File: src/rtl/id_ex_pipe.sv
// ---------------------------------------------------------------------------
// id_ex_pipe
//
// Pipeline register between decode/register-read and execute. Incoming
// bundles are handed over with a valid/ready handshake. A two-entry store
// (main entry plus one skid entry) absorbs a single cycle of back-pressure,
// so in_ready comes straight from a register and never from out_ready.
// A synchronous flush discards every held entry. A saturating counter tracks
// the cycles in which execute was ready but no entry was presented.
//
// Ports:
//   clock, reset_n               rising-edge clock, async active-low reset
//   flush                        drop all held entries and this cycle's input
//   in_valid / in_ready          decode-side handshake
//   read1, read2, sign_extended  operands and immediate from decode
//   instruction, pc              instruction word and its PC
//   aluOp .. memtoReg            EX / MEM / WB control from decode
//   out_valid / out_ready        execute-side handshake
//   Read1, Read2, Sign_extended, Pc       registered data of the main entry
//   alu_ctrl_data, write_reg, rn_reg, rm_reg  decoded instruction fields
//   AluOp .. MemtoReg            registered control, zero while out_valid=0
//   bubble_count                 saturating count of ready-but-empty cycles
// ---------------------------------------------------------------------------
module id_ex_pipe #(
    parameter int DATA_W = 64,
    parameter int IMM_W  = 64,
    parameter int PC_W   = 64,
    parameter int REG_W  = 5,
    parameter int CNT_W  = 16
) (
    input  logic              clock,
    input  logic              reset_n,
    input  logic              flush,
    input  logic              in_valid,
    output logic              in_ready,
    input  logic [DATA_W-1:0] read1,
    input  logic [DATA_W-1:0] read2,
    input  logic [IMM_W-1:0]  sign_extended,
    input  logic [31:0]       instruction,
    input  logic [PC_W-1:0]   pc,
    input  logic [1:0]        aluOp,
    input  logic              aluSrc,
    input  logic              branch,
    input  logic              uncond_branch,
    input  logic              memread,
    input  logic              memwrite,
    input  logic              regWrite,
    input  logic              memtoReg,
    output logic              out_valid,
    input  logic              out_ready,
    output logic [DATA_W-1:0] Read1,
    output logic [DATA_W-1:0] Read2,
    output logic [IMM_W-1:0]  Sign_extended,
    output logic [PC_W-1:0]   Pc,
    output logic [10:0]       alu_ctrl_data,
    output logic [REG_W-1:0]  write_reg,
    output logic [REG_W-1:0]  rn_reg,
    output logic [REG_W-1:0]  rm_reg,
    output logic [1:0]        AluOp,
    output logic              ALUSrc,
    output logic              Branch,
    output logic              Uncond_Branch,
    output logic              Memread,
    output logic              Memwrite,
    output logic              RegWrite,
    output logic              MemtoReg,
    output logic [CNT_W-1:0]  bubble_count
);

    // One held bundle: data, decoded fields and control travel together.
    typedef struct packed {
        logic [DATA_W-1:0] read1;
        logic [DATA_W-1:0] read2;
        logic [IMM_W-1:0]  imm;
        logic [PC_W-1:0]   pc;
        logic [10:0]       aluCtrl;
        logic [REG_W-1:0]  writeReg;
        logic [REG_W-1:0]  rnReg;
        logic [REG_W-1:0]  rmReg;
        logic [1:0]        aluOp;
        logic              aluSrc;
        logic              branch;
        logic              uncondBranch;
        logic              memRead;
        logic              memWrite;
        logic              regWrite;
        logic              memToReg;
    } entry_t;

    entry_t            inEntry;
    entry_t            main_q, main_d;
    entry_t            skid_q, skid_d;
    logic              mainValid_q, mainValid_d;
    logic              skidValid_q, skidValid_d;
    logic [CNT_W-1:0]  bubble_q, bubble_d;
    logic              accept;
    logic              drain;

    // Decode the instruction word as it arrives so that both the main and
    // the skid entry already carry the split-out register and ALU fields.
    always_comb begin
        inEntry              = '0;
        inEntry.read1        = read1;
        inEntry.read2        = read2;
        inEntry.imm          = sign_extended;
        inEntry.pc           = pc;
        inEntry.aluCtrl      = instruction[31:21];
        inEntry.writeReg     = instruction[REG_W-1:0];
        inEntry.rnReg        = instruction[5+REG_W-1:5];
        inEntry.rmReg        = instruction[16+REG_W-1:16];
        inEntry.aluOp        = aluOp;
        inEntry.aluSrc       = aluSrc;
        inEntry.branch       = branch;
        inEntry.uncondBranch = uncond_branch;
        inEntry.memRead      = memread;
        inEntry.memWrite     = memwrite;
        inEntry.regWrite     = regWrite;
        inEntry.memToReg     = memtoReg;
    end

    // The skid entry is the only thing that can make us refuse input, so
    // ready is simply "skid empty" and depends on registered state only.
    assign in_ready = ~skidValid_q;
    assign accept   = in_valid & ~skidValid_q;
    assign drain    = mainValid_q & out_ready;

    // Next-state for the two entries. When the main slot frees up (empty or
    // being consumed) the skid entry has priority, which keeps FIFO order;
    // otherwise a new bundle goes straight into main. When main is stalled a
    // new bundle parks in skid. A flush only clears the valid flags, so the
    // data outputs keep showing the last bundle held in main.
    always_comb begin
        main_d      = main_q;
        skid_d      = skid_q;
        mainValid_d = mainValid_q;
        skidValid_d = skidValid_q;
        if (flush) begin
            mainValid_d = 1'b0;
            skidValid_d = 1'b0;
        end else if (!mainValid_q || drain) begin
            if (skidValid_q) begin
                main_d      = skid_q;
                mainValid_d = 1'b1;
                skidValid_d = 1'b0;
            end else if (accept) begin
                main_d      = inEntry;
                mainValid_d = 1'b1;
            end else begin
                mainValid_d = 1'b0;
            end
        end else if (accept) begin
            skid_d      = inEntry;
            skidValid_d = 1'b1;
        end
    end

    // Count cycles where execute could have taken an entry but none was
    // held. The counter sticks at all-ones rather than wrapping, and keeps
    // counting through a flush.
    always_comb begin
        bubble_d = bubble_q;
        if (out_ready && !mainValid_q && (bubble_q != {CNT_W{1'b1}})) begin
            bubble_d = bubble_q + CNT_W'(1);
        end
    end

    // State registers; reset clears everything immediately, data included.
    always_ff @(posedge clock or negedge reset_n) begin
        if (!reset_n) begin
            main_q      <= '0;
            skid_q      <= '0;
            mainValid_q <= 1'b0;
            skidValid_q <= 1'b0;
            bubble_q    <= '0;
        end else begin
            main_q      <= main_d;
            skid_q      <= skid_d;
            mainValid_q <= mainValid_d;
            skidValid_q <= skidValid_d;
            bubble_q    <= bubble_d;
        end
    end

    // Data and decoded fields always show the main entry; control is masked
    // by the valid flag so an empty stage looks like a NOP downstream.
    assign out_valid     = mainValid_q;
    assign Read1         = main_q.read1;
    assign Read2         = main_q.read2;
    assign Sign_extended = main_q.imm;
    assign Pc            = main_q.pc;
    assign alu_ctrl_data = main_q.aluCtrl;
    assign write_reg     = main_q.writeReg;
    assign rn_reg        = main_q.rnReg;
    assign rm_reg        = main_q.rmReg;
    assign AluOp         = main_q.aluOp & {2{mainValid_q}};
    assign ALUSrc        = main_q.aluSrc & mainValid_q;
    assign Branch        = main_q.branch & mainValid_q;
    assign Uncond_Branch = main_q.uncondBranch & mainValid_q;
    assign Memread       = main_q.memRead & mainValid_q;
    assign Memwrite      = main_q.memWrite & mainValid_q;
    assign RegWrite      = main_q.regWrite & mainValid_q;
    assign MemtoReg      = main_q.memToReg & mainValid_q;
    assign bubble_count  = bubble_q;

endmodule

File: config.mk
export PLATFORM = sky130hd
export DESIGN_NAME = id_ex_pipe
export DESIGN_NICKNAME = d
export VERILOG_FILES = /design/src/rtl/id_ex_pipe.sv
export SDC_FILE = /design/constraint.sdc
export NUM_CORES = 1
export LEC_CHECK = 0
export BUFFER_PORTS_ARGS = -buffer_cell sky130_fd_sc_hd__buf_2
export CORE_MARGIN = 4
export CORE_UTILIZATION = 40
export DETAILED_ROUTE_END_ITERATION = 8
export MAX_ROUTING_LAYER = met4
export PLACE_DENSITY = 0.73
export SKIP_CTS_REPAIR_TIMING = 1
export SLEW_MARGIN = 40
export SYNTH_ARGS = -nofsm -noshare
export SYNTH_HDL_FRONTEND = slang
export SYNTH_SLANG_ARGS = --single-unit
File: constraint.sdc
create_clock -name clock -period 2.4 [get_ports clock]
set_input_delay 0.24 -clock clock [delete_from_list [all_inputs] [get_ports clock]]
set_output_delay 0.24 -clock clock [all_outputs]
set_load 0.005 [all_outputs]
==> results_dict.tcl, run 1 <==
set metrics [dict create \
    ys_ff_latch 600 \
    grt_max_degree 143 \
    regArea_sq_um 15000 \
    crit_path_cell_trace "buf_12 > buf_12 > inv_1 > buf_2" \
    setup_tns_ps 0 \
    first_pass_iters 5 \
    worstPathArrival_ps 2050 \
    multi_input_area_sq_um 9250 \
    clk_pin_slew_ps 60 \
    hold_depth 3 \
    critPathCaptureType "output pin" \
    largest_reg_flops 291 \
    nNetsFinal 3163 \
    drt_iter0_markers 1008 \
    cts_buffer_depth 3 \
    drv_cap 0 \
    postSynthCellCount 2251 \
    setup_slack_ps 111 \
    worstSkewPairLatency_ps 590 \
    root_buffer "clkbuf_16" \
    post_synth_num_cell_types 30 \
    placed_area_sq_um 29000 \
    core_sq_um 67200 \
    finalSetupViolations 0 \
    ff2ff_path_depth 5 \
    cts-buffers-inserted 67 \
    ir_drop_mv 0.618 \
    final_common_cell "buf_2" \
    outcome "finished clean" \
    p_leak_nw 15.1 \
    die_area_sq_um 72000 \
    cp_data_required_time_ps 2160 \
    antenna_found_initial 7 \
    fin_skew_ps 16.7 \
    timing.final.hold_violations 0 \
    regMostFlops "skid_q" \
    cp_common_cell "buf_12" \
    rsz0062_at_grt "no" \
    synth_edf_count 0 \
    async_flop_share 1.00 \
    finalPower_mw 29.0 \
    tightestPinTransition_ps 679 \
    fin_util 0.512 \
    vias_per_cell 4.94 \
    synth_top_cell_area_share 0.554 \
    hpwlAfterDp_microns 43400 \
    num_rows 95 \
    drv_slew 0 \
    ys_warn_count 0 \
    fill_cells 5527 \
    syn_area_per_cell_sq_um 12.0 \
    die_w_microns 268 \
    slowest_delay_ps 430 \
    avgRoutedWirePerCell_microns 18.0 \
    die_y_microns 268 \
    hp-class "in2reg" \
    netlist_top_cells_area "dfrtp_1 55%, mux2_1 12%, mux2i_1 11%" \
    finalCritPeriodShare 0.954 \
    initial_core_util 0.403 \
    yosysTopAreaCell "dfrtp_1" \
    most-common-layout-cells "603 x buf_2, 599 x dfrtp_1, 299 x nor2_1, 295 x dlygate4sd3_1" \
    grt_pass1_wl_microns 96300 \
    dp_slack_ps 464 \
    port_buffers 604 \
    max_slew_margin 0.547 \
    seq_area_frac_synth 0.554 \
    fin_crit_ps 2290 \
    max_freq_ghz 0.437 \
    htreeDepth 3 \
    overflow 0 \
    ys.flop_type "dfrtp_1" \
    grt_usage 0.172 \
    grt_pass1_vias 17700 \
    worstSetupPathType "reg2out" \
    ant_nets 0 \
    drive_gt1_frac 0.269 \
    drcViolationCount 0 \
    critPathLaunchType "flop" \
    area_delta_synth_final_pct 27.0 \
    cts_sinks 600 \
    stdcell_area_sq_um 34400 \
    finalWeightedCongestion 0.792 \
    vias 18800 \
    pin_count 611 \
    syn_area_sq_um 27100 \
    cp_max_fo 58 \
    synth_fp_nets 2554 \
    cts_tree "built" \
    wirelength_microns 68200 \
    powerDensity_nw_per_um2 842 \
    crit_slowest_cell "dfrtp_4" \
]
critical path: cells and delay by family, from the launching register on:
family	cells	cell delay, ps
buffers and inverters	4	850
flip-flops	1	430
report_power, final:
group          switching [mW]  total (mW)  internal, mW  leakage (nW)
sequential               1.23        13.5          12.2          6.99
clock                    4.37        10.9          6.53          1.19
combinational            2.18        4.60          2.42          6.91
final timing paths:
check                                         from                      endpoint  slack, ps
setup reg to reg             out_valid$_DFFE_PN0N_       skid_q[207]$_DFFE_PN0P_        320
min in group asynchronous                  reset_n         main_q[2]$_DFFE_PN0P_        170
setup / recovery           skidValid_q$_DFFE_PN0P_                      in_ready        110
hold / removal                            in_valid       skidValid_q$_DFFE_PN0P_         30
max in group asynchronous                  reset_n  alu_ctrl_data[2]$_DFFE_PN0P_       1260
hold reg to reg            skid_q[171]$_DFFE_PN0P_       skid_q[171]$_DFFE_PN0P_        490
per-layer routing:
layer / vias to the layer above / part of all wire / wire length, microns / global-route usage
met5: - / 0 / 0 / -
met2: 595 / 0.51 / 34600 / 0.284
met4: 0 / 0.039 / 2670 / 0.0707
met3: 187 / 0.060 / 4120 / 0.0494
li1: 8677 / - / - / -
met1: 9301 / 0.39 / 26800 / 0.197
synthesized netlist by cell type (4+ instances only):
cell      instances
dfrtp_1         600
buf_4           306
nor2_1          299
a21oi_1         292
mux2i_1         292
mux2_1          290
buf_2            96
xnor2_1          12
and2_1            9
nand3_1           9
clkbuf_1          7
nand2_1           6
nand4_1           6
and4_1            4
through the flow:
step                      hold WS [ps]  cells
after floorplan                  -55.6   2251
after global placement             207   3368
after global routing              61.1   3795
after CTS                         -457   3492
after detailed placement           212   3368
final                             28.4   3796
cells by family (layout without fill, tap and decap cells):
kind of cell / Yosys count / after routing / share of synthesized area
other: 0 / 8 / 0
buffers and inverters: 414 / 1078 / 0.105
xor gates and xnor gates: 14 / 14 / 0.00453
muxes: 584 / 584 / 0.229
and+or+nand+nor: 343 / 343 / 0.0514
adders and majority gates: 1 / 1 / 0.000462
DFF: 600 / 600 / 0.554
AOI/OAI and AO/OA: 295 / 295 / 0.0552
area by class of cell:
type	instances	area share
flip-flops and latches	600	0.436
multi-input cells	1237	0.269
repair buffers	952	0.193
clock buffers	92	0.0576
well taps	873	0.0317
clock inverters	32	0.0117
diodes	8	0.000582
inverters	2	0.000218
Power figures use the tool's default switching activity.
==> run 2: changes to the inputs <==
REMOVE_ABC_BUFFERS = 1   (was default)
==> run 2 against run 1 <==
  * Final cell count fell by 0.24%
  * Largest cell class unchanged
  * Global-route usage fell by 0.21 points
  * Critical endpoint is now Pc[42]$_DFFE_PN0P_
  * Clock skew rose by 12 ps
  * Highest routed layer unchanged
  * Largest power group unchanged
  * Sequential power barely moved
  * Register-to-register slack barely moved
  * Count of clock-buffer cells in the layout rose by 3
  * Fmax rose by 9.7%
  * Clock power fell by 8%
==> results_dict.tcl, run 2 (synthesized netlist as in run 1, its figures left out) <==
set metrics [dict create \
    worstSetupPathType "reg2reg" \
    outcome "finished clean" \
    area_delta_synth_final_pct 26.4 \
    multi_input_area_sq_um 9250 \
    cts-buffers-inserted 67 \
    dpl.cell_count 3376 \
    regArea_sq_um 15000 \
    cts_sinks 600 \
    final_common_cell "buf_2" \
    cp_max_fo 85 \
    finalWeightedCongestion 0.803 \
    ant_nets 0 \
    die_w_microns 268 \
    drv_slew 0 \
    drcViolationCount 0 \
    overflow 0 \
    cts_tree "built" \
    max_slew_margin 0.399 \
    drive_gt1_frac 0.265 \
    finalSetupViolations 0 \
    core_sq_um 67200 \
    dp_slack_ps 377 \
    pin_count 611 \
    die_area_sq_um 72000 \
    setup_slack_ps 313 \
    avgRoutedWirePerCell_microns 18.0 \
    fill_cells 5537 \
    timing.final.hold_violations 0 \
    fin_crit_ps 2090 \
    wirelength_microns 68300 \
    cts_buffer_depth 3 \
    p_leak_nw 15.0 \
    final_cells 3787 \
    grt_pass1_vias 17600 \
    root_buffer "clkbuf_16" \
    worstPathArrival_ps 2540 \
    tightestPinTransition_ps 901 \
    finalCritPeriodShare 0.870 \
    cp_data_required_time_ps 2850 \
    vias 18800 \
    regMostFlops "skid_q" \
    first_pass_iters 7 \
    largest_reg_flops 291 \
    hpwlAfterDp_microns 43700 \
    powerDensity_nw_per_um2 822 \
    initial_core_util 0.403 \
    drv_cap 0 \
    grt_usage 0.170 \
    antenna_found_initial 3 \
    rsz0062_at_grt "no" \
    most-common-layout-cells "603 x buf_2, 599 x dfrtp_1, 299 x nor2_1, 294 x dlygate4sd3_1" \
    num_rows 95 \
    fin_skew_ps 28.8 \
    max_freq_ghz 0.479 \
    critPathCaptureType "flop" \
    ir_drop_mv 0.746 \
    grt_max_degree 145 \
    critPathLaunchType "flop" \
    worstSkewPairLatency_ps 600 \
    fin_util 0.510 \
    drt_iter0_markers 996 \
    clk_pin_slew_ps 60 \
    nNetsFinal 3169 \
    die_y_microns 268 \
    grt_pass1_wl_microns 95200 \
    port_buffers 604 \
    hp-class "in2reg" \
    htreeDepth 3 \
    vias_per_cell 4.97 \
    finalPower_mw 28.1 \
]
==> run 2: changes by cell type in the layout (fill, tap and decap cells not counted), sizes merged <==
cell	before	now
diode	8	2
dlygate4sd3	295	294
clkinv	18	13
buf	657	664
clkinvlp	1	2
bufinv	6	1
inv	9	6
clkbuf	92	95
==> run 2: final cells by class <==
| class | count | area share |
|---|---|---|
| repair buffers | 958 | 0.196 |
| flip-flops and latches | 600 | 0.438 |
| diodes | 2 | 0.000146 |
| well taps | 873 | 0.0319 |
| inverters | 2 | 0.000219 |
| clock buffers | 95 | 0.0567 |
| multi-input cells | 1237 | 0.270 |
| clock inverters | 20 | 0.00650 |
==> run 2: worst paths after layout <==
| check | startpoint | end | slack [ps] | depth (start not counted) |
|---|---|---|---|---|
| setup / recovery | skidValid_q$_DFFE_PN0P_ | Pc[42]$_DFFE_PN0P_ | 310 | 4 |
| hold / removal | in_valid | out_valid$_DFFE_PN0N_ | 50 | 3 |
| setup reg to reg | skidValid_q$_DFFE_PN0P_ | Pc[42]$_DFFE_PN0P_ | 310 | 4 |
| hold reg to reg | skid_q[87]$_DFFE_PN0P_ | skid_q[87]$_DFFE_PN0P_ | 490 | 1 |
| max in group asynchronous | reset_n | bubble_count[1]$_DFFE_PN0P_ | 1340 | 4 |
| min in group asynchronous | reset_n | skid_q[171]$_DFFE_PN0P_ | 120 | 2 |
==> run 2: per-stage QoR <==
stage	TNS, ps	hold slack [ps]	area [sq um]
floorplan	-9467210	-55.6	24300
global placement	0	147	29100
detailed placement	0	149	29100
CTS	-102	-515	31300
global route	0	69.1	34300
finish	0	47.3	34300
==> run 2: metal layers <==
layer  part of all wire  global-route usage  up-vias  routed length, microns
li1                   -                   -     8698                       -
met1               0.38               0.195     9343                   26000
met2               0.52               0.282      615                   35600
met3              0.061              0.0467      184                    4150
met4              0.037              0.0706        0                    2520
met5                  0                   -        -                       0
==> run 2: critical path, stage by stage, from the launching register on <==
cell and delay, ps:
dfrtp_4 450, buf_12 430, buf_4 420, mux2i_1 360, a21oi_1 110
==> run 2: power breakdown <==
group	switching, mW	total (mW)	internal, mW
Sequential	1.23	13.5	12.2
Combinational	2.20	4.64	2.44
Clock	4.22	10.0	5.82
==> run 3: changes to the inputs <==
CELL_PAD_IN_SITES_DETAIL_PLACEMENT = 0   (was default)
CELL_PAD_IN_SITES_GLOBAL_PLACEMENT = 1   (was default)
CTS_CLUSTER_DIAMETER = 120   (was default)
PLACE_DENSITY = default   (was 0.73)
PLACE_DENSITY_LB_ADDON = 0.1   (was default)
==> run 3 against run 2 <==
  * Routed wire length rose by 6.7%
  * Combinational power rose by 2%
  * Clock skew fell by 12 ps
  * Worst setup slack got worse by 89 ps
  * Largest cell class unchanged
  * Largest power group unchanged
==> results_dict.tcl, run 3 (synthesized netlist as in run 1, its figures left out) <==
set metrics [dict create \
    hp-class "in2reg" \
    ant_nets 0 \
    drt_iter0_markers 865 \
    area_delta_synth_final_pct 27.3 \
    placed_area_sq_um 29000 \
    stdcell_area_sq_um 34500 \
    nNetsFinal 3154 \
    grt_pass1_vias 18000 \
    drive_gt1_frac 0.265 \
    finalCritPeriodShare 0.907 \
    first_pass_iters 5 \
    most-common-layout-cells "603 x buf_2, 599 x dfrtp_1, 299 x nor2_1, 293 x dlygate4sd3_1" \
    fin_crit_ps 2180 \
    cp_data_required_time_ps 2160 \
    crit_slowest_cell "dfrtp_4" \
    finalSetupViolations 0 \
    die_area_sq_um 72000 \
    core_sq_um 67200 \
    finalPower_mw 29.0 \
    ir_drop_mv 0.527 \
    finalWeightedCongestion 0.817 \
    grt_max_degree 126 \
    rsz0062_at_grt "no" \
    hpwlAfterDp_microns 49500 \
    worstSetupPathType "reg2out" \
    vias_per_cell 4.80 \
    clk_pin_slew_ps 60 \
    max_freq_ghz 0.460 \
    outcome "finished clean" \
    critPathTopFamily "buffers and inverters" \
    grt_pass1_wl_microns 107000 \
    slowest_delay_ps 490 \
    root_buffer "clkbuf_16" \
    timing.final.hold_violations 0 \
    htreeDepth 3 \
    regMostFlops "skid_q" \
    final_common_cell "buf_2" \
    die_y_microns 268 \
    wirelength_microns 72900 \
    drv_slew 0 \
    worstPathArrival_ps 1940 \
    cts_buffer_depth 3 \
    critPathCaptureType "output pin" \
    grt_usage 0.198 \
    overflow 0 \
    largest_reg_flops 291 \
    port_buffers 604 \
    setup_slack_ps 224 \
    cts_tree "built" \
    path_buf_inv 4 \
    cp_max_fo 39 \
    r2r_slack_ps 420 \
    max_slew_margin 0.427 \
    powerDensity_nw_per_um2 842 \
    critPathLaunchType "flop" \
    cts-buffers-inserted 71 \
    antenna_found_initial 16 \
    dp_slack_ps 382 \
    fin_skew_ps 16.7 \
    crit_path_cell_trace "buf_16 > buf_4 > inv_1 > buf_2" \
    num_rows 95 \
    avgRoutedWirePerCell_microns 19.2 \
    pin_count 611 \
    drv_cap 0 \
    initial_core_util 0.403 \
    vias 18300 \
    die_w_microns 268 \
    drcViolationCount 0 \
    tightestPinTransition_ps 860 \
    p_leak_nw 15.1 \
    cts_sinks 600 \
    worstSkewPairLatency_ps 590 \
]
-- run 3: changes by cell type in the layout (fill, tap and decap cells not counted), sizes merged --
| cell | previous run | this run |
|---|---|---|
| buf | 664 | 645 |
| bufinv | 1 | 3 |
| clkbuf | 95 | 111 |
| clkinv | 13 | 15 |
| clkinvlp | 2 | 0 |
| diode | 2 | 17 |
| dlygate4sd3 | 294 | 293 |
| inv | 6 | 5 |
-- run 3: per-stage QoR --
stage          cells  setup TNS, ps  utilization  hold WS [ps]
2_1_floorplan   1839       -9467210            -         -55.6
3_3_place_gp    3355              0        0.432           220
3_5_place_dp    3357              0        0.433           221
4_1_cts         3488          -60.0        0.469          -428
5_1_grt         3798              0        0.513          25.0
6_report        3799              0        0.513          19.5
-- run 3: path summary, 6_finish.rpt --
path | endpoint | cells after the start | start
setup / recovery | in_ready | 4 | skidValid_q$_DFFE_PN0P_
hold / removal | skidValid_q$_DFFE_PN0P_ | 3 | out_ready
setup reg to reg | Read1[47]$_DFFE_PN0P_ | 5 | skidValid_q$_DFFE_PN0P_
hold reg to reg | skid_q[137]$_DFFE_PN0P_ | 1 | skid_q[137]$_DFFE_PN0P_
max in group asynchronous | Sign_extended[44]$_DFFE_PN0P_ | 3 | reset_n
min in group asynchronous | Sign_extended[56]$_DFFE_PN0P_ | 2 | reset_n
-- run 3: final cells by class --
type / instances / area (sq um)
Fill cell: 6058 / 32700
Sequential cell: 600 / 15000
Multi-Input combinational cell: 1237 / 9250
Timing Repair Buffer: 939 / 6650
Clock buffer: 110 / 2230
Tap cell: 873 / 1090
Clock inverter: 21 / 191
Antenna cell: 17 / 42.5
Inverter: 2 / 7.51
-- run 3: where the power goes --
part	switching, mW	internal, mW	total [mW]
logic	2.28	2.43	4.71
registers	1.11	12.2	13.4
clock network	4.24	6.72	11.0
total	7.63	21.4	29.0
-- run 3: per-layer routing --
layer  wire [microns]  vias to the layer above  GRT usage  share of wire
met3             4360                      139     0.0623          0.060
met4             2610                        0     0.0856          0.036
met1            29700                     9023      0.228           0.41
met5                0                        -          -              0
met2            36200                      427      0.319           0.50
li1                 -                     8663          -              -
-- run 3: tightest hold or removal path, cell delays in order --
cell      delay (ps)
buf_2            130
nand2b_1         140
nor3_1            60
